$ cat src/rtl/s1_weight_loader.sv
// Weight+CRC vector loader for the TMR layer-1 neuron: streams M ROM words into Wcrc and refetches on CRC error.
// Optional build macro WLOAD_ERRCNT_EN adds err_cnt, a saturating count of CRC-fail events since reset.
module s1_weight_loader #(
  parameter int M        = 8,
  parameter int n        = 16,
  parameter int cl       = 8,
  parameter int ADDRW    = 8,
  parameter int MAXRETRY = 3
) (
  input  logic                          clk,
  input  logic                          rst,
  input  logic                          start,
  input  logic [ADDRW-1:0]              base_addr,
  output logic                          mem_rd,
  output logic [ADDRW-1:0]              mem_addr,
  input  logic [n+cl-1:0]               mem_rdata,
  input  logic                          rfflag,
  output logic [M*(n+cl)-1:0]           Wcrc,
  output logic                          wvalid,
  output logic                          busy,
  output logic                          fail,
`ifdef WLOAD_ERRCNT_EN
  output logic [15:0]                   err_cnt,
`endif
  output logic [$clog2(MAXRETRY+1)-1:0] retry_cnt
);

  localparam int WW = n + cl;
  localparam int RW = $clog2(MAXRETRY + 1);
  localparam int IW = $clog2(M + 1);

  typedef enum logic [2:0] {
    S_IDLE, S_FETCH, S_DRAIN, S_SETTLE, S_CHECK, S_DONE, S_FAIL
  } state_t;

  state_t              r_state;
  logic [ADDRW-1:0]    r_base;
  logic [ADDRW-1:0]    r_mem_addr;
  logic                r_mem_rd;
  logic [IW-1:0]       r_idx;
  logic [IW-1:0]       r_rd_idx;
  logic                r_rd_p1;
  logic [IW-1:0]       r_cap_idx_p1;
  logic [M*WW-1:0]     r_wcrc;
  logic                r_wvalid;
  logic                r_busy;
  logic                r_fail;
  logic [RW-1:0]       r_retry;
  logic                w_err;

  // rfflag only matters once Wcrc is complete and stable
  assign w_err = rfflag && (r_state == S_CHECK || r_state == S_DONE);

  always_ff @(posedge clk or posedge rst) begin
    if (rst) begin
      r_state      <= S_IDLE;
      r_base       <= '0;
      r_mem_addr   <= '0;
      r_mem_rd     <= 1'b0;
      r_idx        <= '0;
      r_rd_idx     <= '0;
      r_rd_p1      <= 1'b0;
      r_cap_idx_p1 <= '0;
      r_wcrc       <= '0;
      r_wvalid     <= 1'b0;
      r_busy       <= 1'b0;
      r_fail       <= 1'b0;
      r_retry      <= '0;
    end else begin
      // read stage: ROM returns data one cycle after the strobe
      r_rd_p1      <= r_mem_rd;
      r_cap_idx_p1 <= r_rd_idx;
      // capture stage: slot i gets the data of read i
      if (r_rd_p1) begin
        for (int i = 0; i < M; i++) begin
          if (r_cap_idx_p1 == IW'(i)) r_wcrc[i*WW +: WW] <= mem_rdata;
        end
      end

      if (w_err) begin
        r_wvalid <= 1'b0;
        if (r_retry < RW'(MAXRETRY)) begin
          r_retry <= r_retry + 1'b1;
          r_idx   <= '0;
          r_busy  <= 1'b1;
          r_state <= S_FETCH;
        end else begin
          r_fail  <= 1'b1;
          r_busy  <= 1'b0;
          r_state <= S_FAIL;
        end
      end else begin
        case (r_state)
          S_IDLE, S_DONE, S_FAIL: begin
            if (start) begin
              r_base   <= base_addr;
              r_retry  <= '0;
              r_fail   <= 1'b0;
              r_wvalid <= 1'b0;
              r_idx    <= '0;
              r_busy   <= 1'b1;
              r_state  <= S_FETCH;
            end
          end
          S_FETCH: begin
            if (r_idx == IW'(M)) begin
              r_mem_rd <= 1'b0;
              r_state  <= S_DRAIN;
            end else begin
              r_mem_rd   <= 1'b1;
              r_mem_addr <= r_base + ADDRW'(r_idx);
              r_rd_idx   <= r_idx;
              r_idx      <= r_idx + 1'b1;
            end
          end
          S_DRAIN:  r_state <= S_SETTLE;
          S_SETTLE: r_state <= S_CHECK;
          S_CHECK: begin
            r_wvalid <= 1'b1;
            r_busy   <= 1'b0;
            r_state  <= S_DONE;
          end
          default: r_state <= S_IDLE;
        endcase
      end
    end
  end

`ifdef WLOAD_ERRCNT_EN
  logic [15:0] r_err_cnt;

  always_ff @(posedge clk or posedge rst) begin
    if (rst) begin
      r_err_cnt <= '0;
    end else if (w_err && r_err_cnt != 16'hFFFF) begin
      r_err_cnt <= r_err_cnt + 16'd1;
    end
  end

  assign err_cnt = r_err_cnt;
`endif

  assign mem_rd    = r_mem_rd;
  assign mem_addr  = r_mem_addr;
  assign Wcrc      = r_wcrc;
  assign wvalid    = r_wvalid;
  assign busy      = r_busy;
  assign fail      = r_fail;
  assign retry_cnt = r_retry;

endmodule

$ cat config.mk
export PLATFORM = sky130hd
export DESIGN_NAME = s1_weight_loader
export DESIGN_NICKNAME = d
export VERILOG_FILES = /design/src/rtl/s1_weight_loader.sv
export SDC_FILE = /design/constraint.sdc
export NUM_CORES = 1
export LEC_CHECK = 0
export CORE_ASPECT_RATIO = 1.25
export CORE_MARGIN = 2
export CORE_UTILIZATION = 48
export DETAILED_ROUTE_END_ITERATION = 7
export PLACE_DENSITY = 0.84
export REMOVE_ABC_BUFFERS = 1
export SETUP_SLACK_MARGIN = 0.1
export SYNTH_ARGS = -nofsm -noshare
export SYNTH_HDL_FRONTEND = slang
export SYNTH_SLANG_ARGS = --single-unit
$ cat constraint.sdc
create_clock -name clk -period 9.45 [get_ports clk]
set_input_delay 1.89 -clock clk [delete_from_list [all_inputs] [get_ports clk]]
set_output_delay 1.89 -clock clk [all_outputs]
set_load 0.05 [all_outputs]
==> results.md <==
* Filler cell count at between 1,000 and 1,500
* Area of the core at roughly 0.019 mm²
* EDFF count, synth at 0
* HP Start: r_rd_idx[1]$_DFFE_PP0P_
* Register area share after synthesis at about 64%
* DR vias at 5,762
* Reg area at 0.00576 mm²
* # diodes at 0
* Crit path max-delay cell type: clkdlybuf4s50_1
* Clock Skew at 0.00677 ns
* WP data required at 7.56 ns
* Gpl congestion at 0.816
* Hold_buf cts at 0
* Max Root-Sink Buffers at 3
* Clock sinks at 230
* Fin nets at 885
* Total track usage at 21.5%
* Max cap viols at 0
* Ys async rst share at 100%
* Port bufs at around 240
* HP Class: reg -> reg
* Htree depth at 1
* Crit-path max FO at 4
* FF-to-FF path depth at 4
* Critical path type: reg -> out
* CP startpoint: retry_cnt[0]$_DFFE_PP0P_
* DRC at 0
* Max transition margin at 27.9%
* Antenna viol nets, final at 0
* Share of cells above drive strength 1 at 29.5%
* Die W at 127 µm
* Root buf cell: clkbuf_16
* Initial antenna violation count at 0
* Post-synthesis instance total at just under 600
* Origin of the critical flop-to-flop path: r_cap_idx_p1[2]$_DFF_PP0_
* Post-Syn Area at 0.00901 mm²
* Initial Util at 48.5%
* CTS buffer count at 22
* Slowest cell delay on critical path at 0.83 ns
* Post-CTS sizing at 0
* Via density at 5.31
* Crit share post-route at 38.4%
* WP depth at 1
* Yosys reg bits at between 200 and 250
* DPL Wire Length at about 15,000 µm
* Setup crit end: retry_cnt[0]
* Die height at between 150 and 200 µm
* R2r endpoint: Wcrc[31]$_DFFE_PP0P_
* First drt pass iteration count at 4
* Reg2reg setup slack at 7.16 ns
* Row cnt at 56
* # IOs at roughly 240
* CTS tree: yes
* Final min period at 3.63 ns
* RSZ-0062 raised after global routing: no
* Multi-input logic area at roughly 0.0031 mm²
* Critical Path Start Type: flip-flop
* First-pass GRT wire length at ~34,000 µm
* Hold Fails Final Rpt at 0
* Grt ovf at 0
* Max-slew violations at 0
* Status: finished, final reports clean
* Layout area overhead at 37.5%
* CP Capture Type: output pin
* CP arrival at 1.74 ns
* Crit path cell chain: clkdlybuf4s50_1
* Peak Freq at about 280 MHz
* Hold slack at 0.375 ns
* Worst skew pair latency at 0.49 ns
* Number of global-route vias before repair at 6,032
* Synth unique cells at 43
* Drt wl/cell at 20.0 µm
* Clk slew on worst S/H paths at 0.07 ns
* Buffers & Inverters on Critical Path at 1
* Worst Max-Slew Pin Slew at 1.08 ns
* Final setup TNS at 0 ns
* Main synth FF type: dfrtp_1
* Final setup viols at 0
* Largest net degree at the start of global routing at 85
* Critical path's top delay family: buffers and inverters
* Final WL at 21,800 µm
* Mapped Avg Cell Area at 15.1 µm²
* Die area at 0.0199 mm²
* Initial DRC Count at 226
* Post-CTS Setup Inserts at 0
* Yosys warns at 0
[placed cells by master (no fill, tap or decap), drive strengths merged, types with 4 or more instances in the layout]
cell type and instances:
nand3b 4, nor2b 4, nand2 19, clkdlybuf4s50 241, inv 11, clkinv 5, nor2 16, o21ai 20
nand3 5, ha 7, mux2 200, buf 7, clkbuf 30, a21oi 6, dfrtp 230
[worst register-to-register path: stages (launching register included)]
cell      delay (ns)
dfrtp_1         0.41
nor3b_2         0.30
nand3b_1        0.68
buf_4           0.48
mux2_2          0.30
[layout make-up]
type / instances / share of cell area [%]
flip-flops and latches: 230 / 46.5
multi-input cells: 328 / 25.1
repair buffers: 248 / 19.9
clock buffers: 30 / 5.26
well taps: 232 / 2.34
clock inverters: 7 / 0.505
inverters: 11 / 0.394
[cells by family (layout without fill, tap and decap cells)]
kind of cell	count (synthesis)	count (layout)	share of synthesized area, %
AOI/OAI and AO/OA	51	51	3.69
xor gates and xnor gates	2	2	0.194
adders and majority gates	8	8	1.19
buffers and inverters	37	296	1.93
DFF	230	230	63.9
muxes	200	200	25.0
and+or+nand+nor	67	67	4.11
[per-layer routing]
layer	wire, µm	part of all wire [%]	global-route usage, %	up-vias
met4	330	1.5	4.87	0
li1	-	-	-	2604
met1	8820	41	26.5	2936
met5	0	0	0	-
met3	1410	6.5	5.20	30
met2	11200	51	38.3	192
[worst min-delay path by stage]
stage	to	depth (start not counted)
after floorplan	r_cap_idx_p1[0]$_DFF_PP0_	0
after detailed placement	r_cap_idx_p1[1]$_DFF_PP0_	0
after global placement	r_cap_idx_p1[1]$_DFF_PP0_	0
after global routing	r_cap_idx_p1[1]$_DFF_PP0_	0
final	r_cap_idx_p1[1]$_DFF_PP0_	0
after CTS	r_cap_idx_p1[1]$_DFF_PP0_	0
[metrics by stage]
step | setup slack [ns] | utilization, % | area (µm²) | std cells
finish | 5.82 | 66.7 | 12400 | 1086
CTS | 5.81 | 66.7 | 12400 | 1086
global route | 5.73 | 66.7 | 12400 | 1086
detailed placement | 5.37 | 62.9 | 11700 | 1049
floorplan | 1.26 | - | 8880 | 569
global placement | 5.44 | 62.9 | 11700 | 1049
[flip-flops by register name (all words and copies together), names as in the netlist]
name	count
Wcrc	192
mem_addr	8
r_base	8
r_cap_idx_p1	4
r_idx	4
r_rd_idx	4
r_state	3
retry_cnt	2
busy	1
fail	1
mem_rd	1
r_rd_p1	1
wvalid	1
[cell usage after synthesis, types with 4 or more instances]
cell / count / area [µm²]
nand2_1: 19 / 71.3
inv_1: 11 / 41.3
buf_2: 22 / 110
nor2b_1: 4 / 25.0
o21ai_0: 16 / 80.1
ha_1: 7 / 87.6
a21oi_1: 6 / 30.0
mux2_2: 200 / 2250
nand3_1: 5 / 25.0
o21ai_1: 4 / 20.0
nor2_1: 16 / 60.1
dfrtp_1: 230 / 5760
Power is not shown: default switching activity piles up to over one toggle a cycle in this logic, so the estimate is an artifact.
